File: config.mk
export PLATFORM = sky130hd
export DESIGN_NAME = gpio_pad_ctrl_flat
export DESIGN_NICKNAME = d
export VERILOG_FILES = /design/src/rtl/gpio_pad_ctrl_if.sv /design/src/rtl/gpio_pad_ctrl.sv /design/src/flat_wrapper.sv
export SDC_FILE = /design/constraint.sdc
export NUM_CORES = 1
export LEC_CHECK = 0
export ABC_AREA = 1
export BUFFER_PORTS_ARGS = -buffer_cell sky130_fd_sc_hd__buf_4
export CORE_ASPECT_RATIO = 0.8
export CORE_MARGIN = 2
export CORE_UTILIZATION = 48
export CTS_BUF_LIST = sky130_fd_sc_hd__clkbuf_8 sky130_fd_sc_hd__clkbuf_16
export DETAILED_ROUTE_END_ITERATION = 8
export PLACE_DENSITY_LB_ADDON = 0.3
export SLEW_MARGIN = 20
export SYNTH_ARGS = -nofsm -noshare
export SYNTH_HDL_FRONTEND = slang
export SYNTH_SLANG_ARGS = --single-unit
File: constraint.sdc
create_clock -name clk_in -period 1.29 [get_ports clk_in]
set_input_delay 0 -clock clk_in [delete_from_list [all_inputs] [get_ports clk_in]]
set_output_delay 0 -clock clk_in [all_outputs]
set_load 0.02 [all_outputs]
File: src/rtl/gpio_pad_ctrl_if.sv
// Register-file and pad-cell side signals of the GPIO pad controller.
// The core modport is what the controller sees; host is the driving side.
interface gpio_pad_ctrl_if #(
  parameter int NUM_PINS     = 8,
  parameter int IOCELL_CFG_W = 3,
  parameter int FILT_W       = 4
);
  logic [NUM_PINS-1:0]                  dir_i;
  logic [NUM_PINS-1:0]                  out_i;
  logic [NUM_PINS*(IOCELL_CFG_W-1)-1:0] pad_cfg_i;
  logic [FILT_W-1:0]                    filt_len_i;
  logic [NUM_PINS-1:0]                  irq_rise_en_i;
  logic [NUM_PINS-1:0]                  irq_fall_en_i;
  logic [NUM_PINS-1:0]                  irq_clr_i;
  logic [NUM_PINS-1:0]                  in_o;
  logic [NUM_PINS-1:0]                  irq_pend_o;
  logic                                 irq_o;
  logic [NUM_PINS*IOCELL_CFG_W-1:0]     io_cell_cfg_o;
  logic [NUM_PINS-1:0]                  from_core_o;
  logic [NUM_PINS-1:0]                  to_core_i;

  modport core (
    input  dir_i, out_i, pad_cfg_i, filt_len_i,
    input  irq_rise_en_i, irq_fall_en_i, irq_clr_i, to_core_i,
    output in_o, irq_pend_o, irq_o, io_cell_cfg_o, from_core_o
  );

  modport host (
    output dir_i, out_i, pad_cfg_i, filt_len_i,
    output irq_rise_en_i, irq_fall_en_i, irq_clr_i, to_core_i,
    input  in_o, irq_pend_o, irq_o, io_cell_cfg_o, from_core_o
  );
endinterface

File: src/rtl/gpio_pad_ctrl.sv
// Core-side GPIO pad controller: registered pad drive/config, synchronized and
// glitch-filtered pad inputs, and per-pin edge interrupt flags.
module gpio_pad_ctrl #(
  parameter int NUM_PINS     = 8,
  parameter int IOCELL_CFG_W = 3,
  parameter int FILT_W       = 4
) (
  input  logic              clk_in,
  input  logic              reset_in,
  gpio_pad_ctrl_if.core     bus
);

  localparam int XW = IOCELL_CFG_W - 1;

  logic [NUM_PINS-1:0]              from_core_q;
  logic [NUM_PINS*IOCELL_CFG_W-1:0] cfg_q;
  logic [NUM_PINS-1:0]              s1;
  logic [NUM_PINS-1:0]              s2;
  logic [NUM_PINS-1:0]              in_q;
  logic [NUM_PINS-1:0]              pend_q;
  logic [FILT_W-1:0]                cnt [NUM_PINS];

  logic [NUM_PINS-1:0]              accept;
  logic [NUM_PINS-1:0]              rise_set;
  logic [NUM_PINS-1:0]              fall_set;

  // A differing level is accepted once it has already been seen L times;
  // >= keeps a mid-count reduction of L from stalling the counter.
  always_comb begin
    accept = '0;
    for (int p = 0; p < NUM_PINS; p++) begin
      accept[p] = (s2[p] != in_q[p]) && (cnt[p] >= bus.filt_len_i);
    end
  end

  assign rise_set = accept &  s2 & bus.irq_rise_en_i;
  assign fall_set = accept & ~s2 & bus.irq_fall_en_i;

  always_ff @(posedge clk_in) begin
    if (reset_in) begin
      from_core_q <= '0;
      s1          <= '0;
      s2          <= '0;
      in_q        <= '0;
      pend_q      <= '0;
      for (int p = 0; p < NUM_PINS; p++) begin
        cfg_q[p*IOCELL_CFG_W +: IOCELL_CFG_W] <= {{XW{1'b0}}, 1'b1};
        cnt[p]                                <= '0;
      end
    end else begin
      from_core_q <= bus.out_i;
      s1          <= bus.to_core_i;
      s2          <= s1;
      // set wins over a coincident clear
      pend_q      <= rise_set | fall_set | (pend_q & ~bus.irq_clr_i);
      for (int p = 0; p < NUM_PINS; p++) begin
        cfg_q[p*IOCELL_CFG_W]           <= ~bus.dir_i[p];
        cfg_q[p*IOCELL_CFG_W + 1 +: XW] <= bus.pad_cfg_i[p*XW +: XW];
        if (s2[p] == in_q[p]) begin
          cnt[p] <= '0;
        end else if (accept[p]) begin
          in_q[p] <= s2[p];
          cnt[p]  <= '0;
        end else begin
          cnt[p]  <= cnt[p] + 1'b1;
        end
      end
    end
  end

  assign bus.from_core_o   = from_core_q;
  assign bus.io_cell_cfg_o = cfg_q;
  assign bus.in_o          = in_q;
  assign bus.irq_pend_o    = pend_q;
  assign bus.irq_o         = |pend_q;

endmodule

File: src/flat_wrapper.sv
// flat-port wrapper written by rule: the top's interface ports become plain ports
module gpio_pad_ctrl_flat 
#(
  parameter int NUM_PINS     = 8,
  parameter int IOCELL_CFG_W = 3,
  parameter int FILT_W       = 4
)
  (clk_in, reset_in, bus_dir_i, bus_out_i, bus_pad_cfg_i, bus_filt_len_i, bus_irq_rise_en_i, bus_irq_fall_en_i, bus_irq_clr_i, bus_to_core_i, bus_in_o, bus_irq_pend_o, bus_irq_o, bus_io_cell_cfg_o, bus_from_core_o);
  gpio_pad_ctrl_if #(.NUM_PINS(NUM_PINS), .IOCELL_CFG_W(IOCELL_CFG_W), .FILT_W(FILT_W)) bus_i ();
  input  logic clk_in;
  input  logic reset_in;
  input wire logic [$bits(bus_i.dir_i)-1:0] bus_dir_i;
  input wire logic [$bits(bus_i.out_i)-1:0] bus_out_i;
  input wire logic [$bits(bus_i.pad_cfg_i)-1:0] bus_pad_cfg_i;
  input wire logic [$bits(bus_i.filt_len_i)-1:0] bus_filt_len_i;
  input wire logic [$bits(bus_i.irq_rise_en_i)-1:0] bus_irq_rise_en_i;
  input wire logic [$bits(bus_i.irq_fall_en_i)-1:0] bus_irq_fall_en_i;
  input wire logic [$bits(bus_i.irq_clr_i)-1:0] bus_irq_clr_i;
  input wire logic [$bits(bus_i.to_core_i)-1:0] bus_to_core_i;
  output wire logic [$bits(bus_i.in_o)-1:0] bus_in_o;
  output wire logic [$bits(bus_i.irq_pend_o)-1:0] bus_irq_pend_o;
  output wire logic [$bits(bus_i.irq_o)-1:0] bus_irq_o;
  output wire logic [$bits(bus_i.io_cell_cfg_o)-1:0] bus_io_cell_cfg_o;
  output wire logic [$bits(bus_i.from_core_o)-1:0] bus_from_core_o;
  assign bus_i.dir_i = bus_dir_i;
  assign bus_i.out_i = bus_out_i;
  assign bus_i.pad_cfg_i = bus_pad_cfg_i;
  assign bus_i.filt_len_i = bus_filt_len_i;
  assign bus_i.irq_rise_en_i = bus_irq_rise_en_i;
  assign bus_i.irq_fall_en_i = bus_irq_fall_en_i;
  assign bus_i.irq_clr_i = bus_irq_clr_i;
  assign bus_i.to_core_i = bus_to_core_i;
  assign bus_in_o = bus_i.in_o;
  assign bus_irq_pend_o = bus_i.irq_pend_o;
  assign bus_irq_o = bus_i.irq_o;
  assign bus_io_cell_cfg_o = bus_i.io_cell_cfg_o;
  assign bus_from_core_o = bus_i.from_core_o;
  gpio_pad_ctrl #(.NUM_PINS(NUM_PINS), .IOCELL_CFG_W(IOCELL_CFG_W), .FILT_W(FILT_W)) u_core (.clk_in(clk_in), .reset_in(reset_in), .bus(bus_i));
endmodule
# After elaboration in Yosys (flattened, before gate mapping)
# Memories as Yosys holds them, arrays and structs flattened.
# Cells that the tools add are included.
# op_classes
add_sub_neg	8
eq_ne	16
n_reduce_logical	17
mux	114
order_cmp	8
n_bitwise	49
# op_table
operator	n
two-way mux 4 bit	24
two-way mux 1 bit	90
AND 8 bit	5
adder 4 x 1 -> 4 bit (second input constant)	8
>= comparator 4 bit	8
OR 1 bit	24
NOT 1 bit	16
NOT 8 bit	2
OR 8 bit	2
AND reduction 2 bit	8
equality test 1 bit	8
logical AND 1 bit	8
inequality test 1 bit	8
OR reduction 8 bit	1
# totals
mem_bits_rw	32
output_inout_bits	49
register_bits	64
elab_cells	226
in_bits	70
memories	1
# mem_list
name	depth	word_bits	rd	rd_clocked_by_memory_dff	write_ports	line	rtl
u_core.cnt	8	4	8	0	8	gpio_pad_ctrl.sv:21	logic [FILT_W-1:0] cnt [NUM_PINS];

# Longest topological paths before layout
# Gate-level depths: netlist of run 1.
# depth
ltp_word	8
mapped_depth	10
mapped_depth_nobuf	10

# Least setup slack after synthesis of run 1
# OpenSTA, ideal clock, no wires.
# synth_path
kind	register to register
from	memory u_core.cnt[3][3] (netlist: u_core.cnt[0][15])
to	memory u_core.cnt[3][0] (netlist: u_core.cnt[0][12]), data pin
path_slack_ps	-69
setup_time_ps	256
arrival_ps	1103
period_less_slack_ps	1359
stages_incl_launch_ff	9
path_cell_list	edfxtp_1 -> ha_1 -> nand2_1 -> inv_1 -> nand2_1 -> nand3_2 -> nor2_1 -> nand2_1 -> nor2_1
# synth_rtl
item	line
start: declaration	gpio_pad_ctrl.sv:21

==> results of run 1 <==
## critical path, cell delays in order, from the launching register on
cell	delay [ps]
edfxtp_1	460
ha_4	340
nand4_1	170
nand3_4	150
nor2_4	40
nand2_2	90
nor2_2	40
## power breakdown
| part | switching, uW | internal, uW |
|---|---|---|
| Combinational | 921 | 940 |
| Sequential | 143 | 3300 |
| Clock | 1190 | 1610 |
## area by class of cell
type | instances | area share [%]
Clock buffer | 12 | 3.91
Tap cell | 115 | 1.94
Multi-Input combinational cell | 325 | 33.0
Sequential cell | 96 | 30.5
Inverter | 110 | 5.58
Timing Repair Buffer | 221 | 24.7
Clock inverter | 4 | 0.406
## cells in the final DEF, fill, tap and decap left out, drive strengths merged, types with 15 or more instances in the layout
master         n
ha            40
edfxtp        32
conb          32
nand2         67
buf          173
inv          113
nand3         16
o21ai         16
a21oi         16
nor2          90
dlygate4sd3   48
dfxtp         64
xnor2         15
## cells in the mapped netlist (all sizes together) (2+ instances only)
cell / n / area [um2]
inv: 110 / 413
nor2: 90 / 348
nand2: 67 / 262
dfxtp: 64 / 1280
ha: 40 / 500
edfxtp: 32 / 961
a21oi: 16 / 98.8
nand3: 16 / 120
o21ai: 16 / 80.1
xnor2: 15 / 131
nand4: 8 / 50.1
xor2: 8 / 70.1
and3: 7 / 43.8
buf: 7 / 45.0
nor3b: 7 / 52.6
nor4: 2 / 12.5
## stage by stage
stage / utilization [%] / std cells / setup WS (ps)
finish: 81.5 / 883 / -253
global route: 81.5 / 883 / -307
CTS: 77.2 / 875 / -181
detailed placement: 65.5 / 802 / -217
global placement: 65.5 / 802 / -153
floorplan: - / 538 / -58.3
## state kept, by name (all words and copies together), names as in the netlist
| signal | flops |
|---|---|
| u_core.cnt | 32 |
| u_core.bus.io_cell_cfg_o | 24 |
| u_core.bus.from_core_o | 8 |
| u_core.bus.in_o | 8 |
| u_core.bus.irq_pend_o | 8 |
| u_core.s1 | 8 |
| u_core.s2 | 8 |
## worst max-delay path by stage
stage                                    to  slack [ps]  depth (start not counted)
final                      u_core.cnt[1][7]        -250                          6
after CTS                  u_core.cnt[1][1]        -180                          8
after detailed placement   u_core.cnt[1][7]        -220                          6
after global routing       u_core.cnt[0][3]        -310                          6
after floorplan           u_core.cnt[0][12]         -60                          8
after global placement    u_core.cnt[0][10]        -150                         10
## kinds of logic after synthesis
group                    share of synthesized area (%)
AND/OR/NAND/NOR                                   20.0
other                                           0.0837
adder cells (fa/ha/maj)                           11.2
AO/OA/AOI/OAI                                     3.99
buffers and inverters                             10.2
flip-flops                                        50.1
XOR/XNOR                                          4.50
## metal layers
layer | vias to the layer above | part of all wire [%] | track usage (%)
li1 | 2052 | - | -
met1 | 1978 | 40 | 28.3
met4 | 0 | 2.6 | 9.76
met3 | 27 | 7.6 | 7.72
met5 | - | 0 | 0
met2 | 182 | 50 | 43.9
## timing repair
item | CTS | global route
buffers inserted | 9 | 8
pin swaps | 14 | 34
endpoints found under the hold margin | 48 | 0
endpoints found under the setup margin | 49 | 49
resized for setup | 41 | 74
hold buffers | 48 | 0
==> run metrics, run 1 <==
synth unique cells 25; Die H about 90 um; P_leak about 0.0036 uW; DP Area 5940 um2; Residual DRC 0; max-slew violations 0; antenna violations before repair 0; Mapped Area roughly 4500 um2; wire per inst about 16 um; Critical Path AT between 1500 and 2000 ps; gate count after technology mapping 507; CTS buffer count 9; hold slack approximately 45 ps; CP Max Fanout 4; core box area 9080 um2; Congestion Overflow GR 0; hold path endpoint u_core.bus.irq_pend_o[5]; Global Route Usage Sum around a quarter; min-delay worst type in2reg; nets approximately 870; routed vias roughly 4200; Top-Level Pins about 120; layout cells sized above 1 38.7%; Worst-path clk slew 70 ps; failing checks setup timing; clk_lat worst skew 350 ps; Longest Clk Path Bufs 2; Crit Reg-Reg Endpoint u_core.cnt[1][7]; vias in the first global route around 4300; Avg Cell Area, Syn just under 9 um2; initial drt markers between 150 and 200; chip width 112 um; Antenna diodes 0; Max Cap Viol 0; DP HPWL ~7600 um; Rows 31; HP Start bus_irq_fall_en_i[5]; routed wire length 13900 um; Reg area about 2300 um2; Hold Crit Depth 5; Rel. slew slack between 40% and 50%; reg2reg path depth 6; root buf cell clkbuf_16; Syn. warnings 0; largest net degree at the start of global routing 35; # fillers around 500; H-tree Lvls 3; CTS tree done; antenna-violating nets left 0; Crit. End Element flop; CP startpoint u_core.cnt[1][7]; Final min period ~1500 ps; Critical Path RT between 1000 and 1500 ps; setup slack after layout -253 ps; status finished with violations; count of final hold-check violations 0; Synth Flop Type dfxtp_1; crit path kind reg2reg; overall power 8110 uW; reg2reg setup slack -250 ps; Sink Count between 90 and 100; fin crit share 120%; fin area about 7400 um2; initial core utilization slightly below 50%; Buffers on Ports ~120; setup TNS -8580 ps; vias per cell just under 5; asr flop ratio synth 0%; die area between 10000 and 15000 um2; Post-synth EDFFs 32; crit path launch type flop; RSZ-0062 raised after global routing yes; Final Wtd Congestion 0.816; multi-input combinational cell area approximately 2400 um2; Worst Tran Pin Value roughly 840 ps; Max Fclk 648 MHz; endpoints failing setup approximately 50; r2r startpoint u_core.cnt[1][7]; Clock Skews 8.21 ps; drt pass-1 iters 5; #FFs+latches synth 96; Area Growth Syn to Fin 65.2%; P per Cell Area approximately 1100 nW/um2; sequential element share of the synthesized area around 50%; first-pass GRT wire length 19900 um; maximum vdd drop roughly 0.84 mV
No activity file was read; power rests on OpenSTA's default activity.
==> run 2, diff against run 1 <==
- ABC_AREA: 1 -> not set
- CORE_UTILIZATION: 48 -> 47
==> run 2 against run 1 <==
Net effect:
- the flow still finishes with violations (setup timing)
- synthesized cell count decreased by 21%
- critical path depth unchanged
- area after synthesis decreased by 1.2%
- utilization decreased by 0.57 points
- routed wire length increased by 7.4%
- hold slack got worse by 5.8 ps
- clock power decreased by 6%
- via count decreased by 2.9%
- power decreased by 6.1%
- largest cell class unchanged
- highest routed layer unchanged
==> run metrics, run 2 <==
count of final hold-check violations 0; Syn. warnings 0; met1 wire length between 5000 and 6000 um; fin crit share 130%; Top-Level Pins 119; Biggest register u_core.cnt; CP Max Fanout 3; Critical Path AT 1890 ps; Longest Clk Path Bufs 2; Commonest cells post-synth dfxtp_1 (64), ha_1 (40), nor2_1 (40), nor2b_1 (40), edfxtp_1 (32); area share of and/or/nand/nor cells after synthesis 19.0%; Layout Cells excl Fill 794; max-slew violations 0; Buffers on Ports approximately 120; sequential element share of the synthesized area between 50% and 60%; Synth area leader dfxtp_1; asr flop ratio synth 0%; max reg flops 32; maximum vdd drop about 0.85 mV; chip width 112 um; vias per cell 5.18; endpoints failing setup 49; most frequent cell after synthesis dfxtp_1; met2 WL just under 8000 um; P per Cell Area between 1000 and 1500 nW/um2; setup slack after layout -390 ps; antenna violations before repair 0; crit path launch type flop; WL met3 roughly 860 um; overall power ~7600 uW; reg2reg setup slack -390 ps; Antenna diodes 0; CTS tree done; largest net degree at the start of global routing 27; initial core utilization around 49%; Mapped Area 4420 um2; Worst-path clk slew about 70 ps; vias in the first global route just over 4000; failing checks setup timing; H-tree Lvls 3; synth unique cells 32; die area 10200 um2; Final Wtd Congestion roughly 0.81; root buf cell clkbuf_16; uppermost routed layer met4; Max Fclk 595 MHz; Residual DRC 0; hold slack between 30 and 40 ps; routed wire length 14900 um; wire per inst 18.8 um; clk_lat worst skew around 350 ps; CP startpoint u_core.cnt[1][12]; Area Growth Syn to Fin 66.8%; reg2reg path depth 6; post-synthesis mux area share 0%; antenna-violating nets left 0; status finished with violations; #FFs+latches synth 96; drt pass-1 iters 5; Avg Cell Area, Syn around 11 um2; RSZ-0062 raised after global routing yes; main combinational cell family by area after synthesis simple AND/OR/NAND/NOR gates; Crit Reg-Reg Endpoint u_core.cnt[1][13]; Rows 31; top cell type's share of synthesized area 29.0%; most common cell after layout, fill and taps aside buf_4; # fillers 449; Final Util 81.0%; core box area just over 9000 um2; Congestion Overflow GR 0; Critical Path RT around 1500 ps; first-pass GRT wire length around 20000 um; Synth Area in Adders between 10 and 15%; min-delay worst type in2reg; multi-input combinational cell area between 2000 and 3000 um2; xor/xnor cell area share of the yosys netlist between 4 and 5%; Global Route Usage Sum ~25%; setup TNS -11500 ps; routed vias about 4000; Crit. End Element flop; Sink Count 96; Reg area roughly 2200 um2; Synth Flop Type dfxtp_1; Compound-Gate Fraction of Synth Area a little under an eighth; initial drt markers 236; Post-synth EDFFs 32; Clock Skews a little over 8 ps; Final min period around 1700 ps; P_leak between 0.003 and 0.004 uW; Max Cap Viol 0; layout cells sized above 1 42.9%; crit path kind reg2reg; synth top area cells dfxtp_1 (29%), edfxtp_1 (22%), ha_1 (11%); CTS buffer count 9; dpl cells between 700 and 800; nets around 800; Die H 90.8 um; worst setup path end u_core.cnt[1][13]; most frequent cells in the layout buf_4 (185), dfxtp_1 (61), dlygate4sd3_1 (48); DP HPWL approximately 8000 um; gate count after technology mapping 398; r2r startpoint u_core.cnt[1][12]
[run 2: cell types whose count changed after synthesis, moves of 13 or more]
cell / change
inv_1: -86
nor2_1: -46
nand2_1: -45
nor2b_1: +40
o31ai_1: +15
o21ai_0: -13
[run 2: logic make-up (layout without fill, tap and decap cells)]
kind of cell	count (synthesis)	after routing
AOI/OAI and AO/OA	54	54
and+or+nand+nor	151	151
DFF	96	96
other	1	32
buffers and inverters	32	282
xor gates and xnor gates	24	24
adders and majority gates	40	40
[run 2: routing by layer]
layer  GRT usage (%)  vias up
met5               0        -
met1            27.1     1983
met2            45.9      173
li1                -     1909
met3            5.97       51
met4            8.84        0
[run 2: through the flow]
step           cell area, um2  setup slack [ps]
2_1_floorplan            4610              -188
3_3_place_gp             6020              -197
3_5_place_dp             6020              -277
4_1_cts                  7030              -273
5_1_grt                  7380              -485
6_report                 7380              -390
[run 2: layout make-up]
class | count | area share [%]
clock inverter | 6 | 0.712
inverter | 23 | 1.17
multi-input combinational | 301 | 35.3
timing repair buffer | 243 | 27.2
sequential | 96 | 30.4
tap | 115 | 1.95
clock buffer | 10 | 3.24
[run 2: worst min path at each step]
stage / slack [ps] / depth (start not counted) / from / end
final: 40 / 3 / bus_irq_fall_en_i[3] / u_core.bus.irq_pend_o[3]
after global routing: 50 / 2 / reset_in / u_core.s2[1]
after CTS: 40 / 3 / bus_irq_fall_en_i[3] / u_core.bus.irq_pend_o[3]
after detailed placement: 170 / 2 / bus_dir_i[0] / u_core.bus.io_cell_cfg_o[0]
after global placement: 160 / 2 / bus_dir_i[2] / u_core.bus.io_cell_cfg_o[6]
after floorplan: 70 / 1 / bus_dir_i[0] / u_core.bus.io_cell_cfg_o[0]
[run 2: worst max-delay path, stage by stage (launching register included)]
cell,delay (ps)
edfxtp_1,400
inv_1,80
ha_1,230
nand2b_4,160
a211oi_4,270
o21a_1,200
and3_1,200
[run 2: power by group]
part / internal (uW) / switching (uW)
logic: 883 / 748
registers: 3260 / 86.9
clock network: 1390 / 1250
total: 5530 / 2080
[run 2: timing repair]
item,CTS,global route
gates cloned,0,0
gates resized for setup,27,38
endpoints found under the hold margin,48,0
pin swaps,31,24
setup buffers,10,15
setup endpoints to repair,49,49
hold buffers,48,0
==> run 3, diff against run 2 <==
- CAP_MARGIN: not set -> 20
- CORE_MARGIN: 2 -> 4
- SKIP_LAST_GASP: not set -> 1
==> run 3 against run 2 <==
Net effect:
- first-iteration DRC count down 17%
- clock power down 2%
- hold slack worse by 6.2 ps
- critical endpoint is now u_core.cnt[1][5]
- clock skew down 3.0 ps
- critical path depth down 1
- sequential power about the same
- die area up 8.1%
- via count down 8.1%
- critical path type unchanged
- flip-flop and latch count unchanged
- largest power group unchanged
- the flow still finishes with violations (setup timing)
- fmax up 6.5%
==> run metrics, run 3 (same netlist as run 2, synthesis figures left out) <==
status finished with violations; failing checks setup timing; antenna violations before repair 0; max reg flops 32; Die H 94.8 um; layout cells sized above 1 around 40%; reg2reg path depth 5; Sink Count 96; Flop pwr share a little under half; Residual DRC 0; vias in the first global route 3999; wire per inst between 15 and 20 um; uppermost routed layer met4; HP Start bus_irq_fall_en_i[6]; Longest Clk Path Bufs 2; CTS buffer count 9; Max Cap Viol 0; Area Growth Syn to Fin 61.6%; met2 WL around 6500 um; CTS tree done; Reg area about 2200 um2; worst setup path end u_core.cnt[1][5]; DP Area around 6000 um2; Max Fclk approximately 630 MHz; count of final hold-check violations 0; # fillers between 500 and 600; core box area 9110 um2; drt pass-1 iters 4; endpoints failing setup 49; P_leak 0.00315 uW; chip width approximately 120 um; dpl cells about 700; WL met3 691 um; Sw Ratio 25.7%; nets 764; routed wire length 12300 um; maximum vdd drop ~1.1 mV; max-slew violations 0; Clock Skews 5.22 ps; initial drt markers about 200; Int Power 5490 uW; Critical Path AT about 1800 ps; crit path launch type flop; clk_lat worst skew ~350 ps; min-delay worst type in2reg; RSZ-0062 raised after global routing yes; fin area ~7100 um2; H-tree Lvls 3; r2r startpoint u_core.cnt[1][5]; Critical Path RT ~1500 ps; most frequent cells in the layout buf_4 (169), dfxtp_1 (61), dlygate4sd3_1 (48); root buf cell clkbuf_16; Rows 31; reg2reg setup slack -290 ps; Final Util approximately 78%; CP startpoint u_core.cnt[1][5]; Antenna diodes 0; die area roughly 11000 um2; Crit. End Element flop; setup TNS -9450 ps; Final Wtd Congestion 0.851; antenna-violating nets left 0; CP Max Fanout 3; Global Route Usage Sum a little over a fifth; Crit Reg-Reg Endpoint u_core.cnt[1][5]; crit path kind reg2reg; initial core utilization ~49%; fin crit share 122%; DP HPWL 7830 um; clock power share about a third; first-pass GRT wire length ~19000 um; Worst-path clk slew roughly 60 ps; Biggest register u_core.cnt; Buffers on Ports between 100 and 150; Final min period around 1600 ps; routed vias about 3800; Layout Cells excl Fill 774; multi-input combinational cell area ~2500 um2; Gate power share 19.7%; Top-Level Pins between 100 and 150; switching power between 1500 and 2000 uW; largest net degree at the start of global routing 30; vias per cell between 4 and 5; met1 wire length 4880 um; setup slack after layout -288 ps; most common cell after layout, fill and taps aside buf_4; Congestion Overflow GR 0; P per Cell Area 1030 nW/um2
-- run 3: per-layer routing --
layer  track usage [%]  up-vias
met5                 0        -
met4              7.63        0
met1              24.9     1787
li1                  -     1874
met2              39.0       99
met3              6.79       22
-- run 3: worst max-delay path, cell delays in order (launching register included) --
cell      delay (ps)
edfxtp_1         440
ha_4             250
nor2b_4          130
o31ai_4          240
and2_4           230
and3_1           160
-- run 3: worst min path at each step --
stage               slack (ps)  cells past startpoint                      endpoint
finish                      30                      3      u_core.bus.irq_pend_o[6]
global route                40                      3      u_core.bus.irq_pend_o[4]
global placement           170                      2   u_core.bus.io_cell_cfg_o[6]
detailed placement         170                      2  u_core.bus.io_cell_cfg_o[21]
CTS                         20                      3      u_core.bus.irq_pend_o[4]
floorplan                   70                      1   u_core.bus.io_cell_cfg_o[0]
-- run 3: area by class of cell --
type,count,share of cell area [%]
tap,115,2.01
clock buffer,10,3.50
multi-input combinational,301,35.5
timing repair buffer,223,25.8
clock inverter,6,0.578
sequential,96,31.5
inverter,23,1.21
-- run 3: power by group through the flow --
stage,Sequential [uW],Clock [uW],Combinational [uW]
detailed placement,3390,0,1150
global placement,3390,0,1120
finish,3340,2590,1460
CTS,3330,2650,1330
global route,3350,2750,1570
floorplan,3480,0,559
-- run 3: metrics by stage --
step	hold WS, ps	total power [uW]	setup slack (ps)
3_3_place_gp	166	4510	-198
2_1_floorplan	69.7	4030	-188
6_report	32.7	7390	-288
4_1_cts	21.3	7310	-251
3_5_place_dp	169	4550	-285
5_1_grt	37.4	7680	-361
-- run 3: repair_timing --
action / CTS / global route
pin swaps: 24 / 18
endpoints found under the hold margin: 48 / 0
hold buffers: 48 / 0
resized for setup: 15 / 32
buffers inserted: 5 / 7
endpoints found under the setup margin: 49 / 49
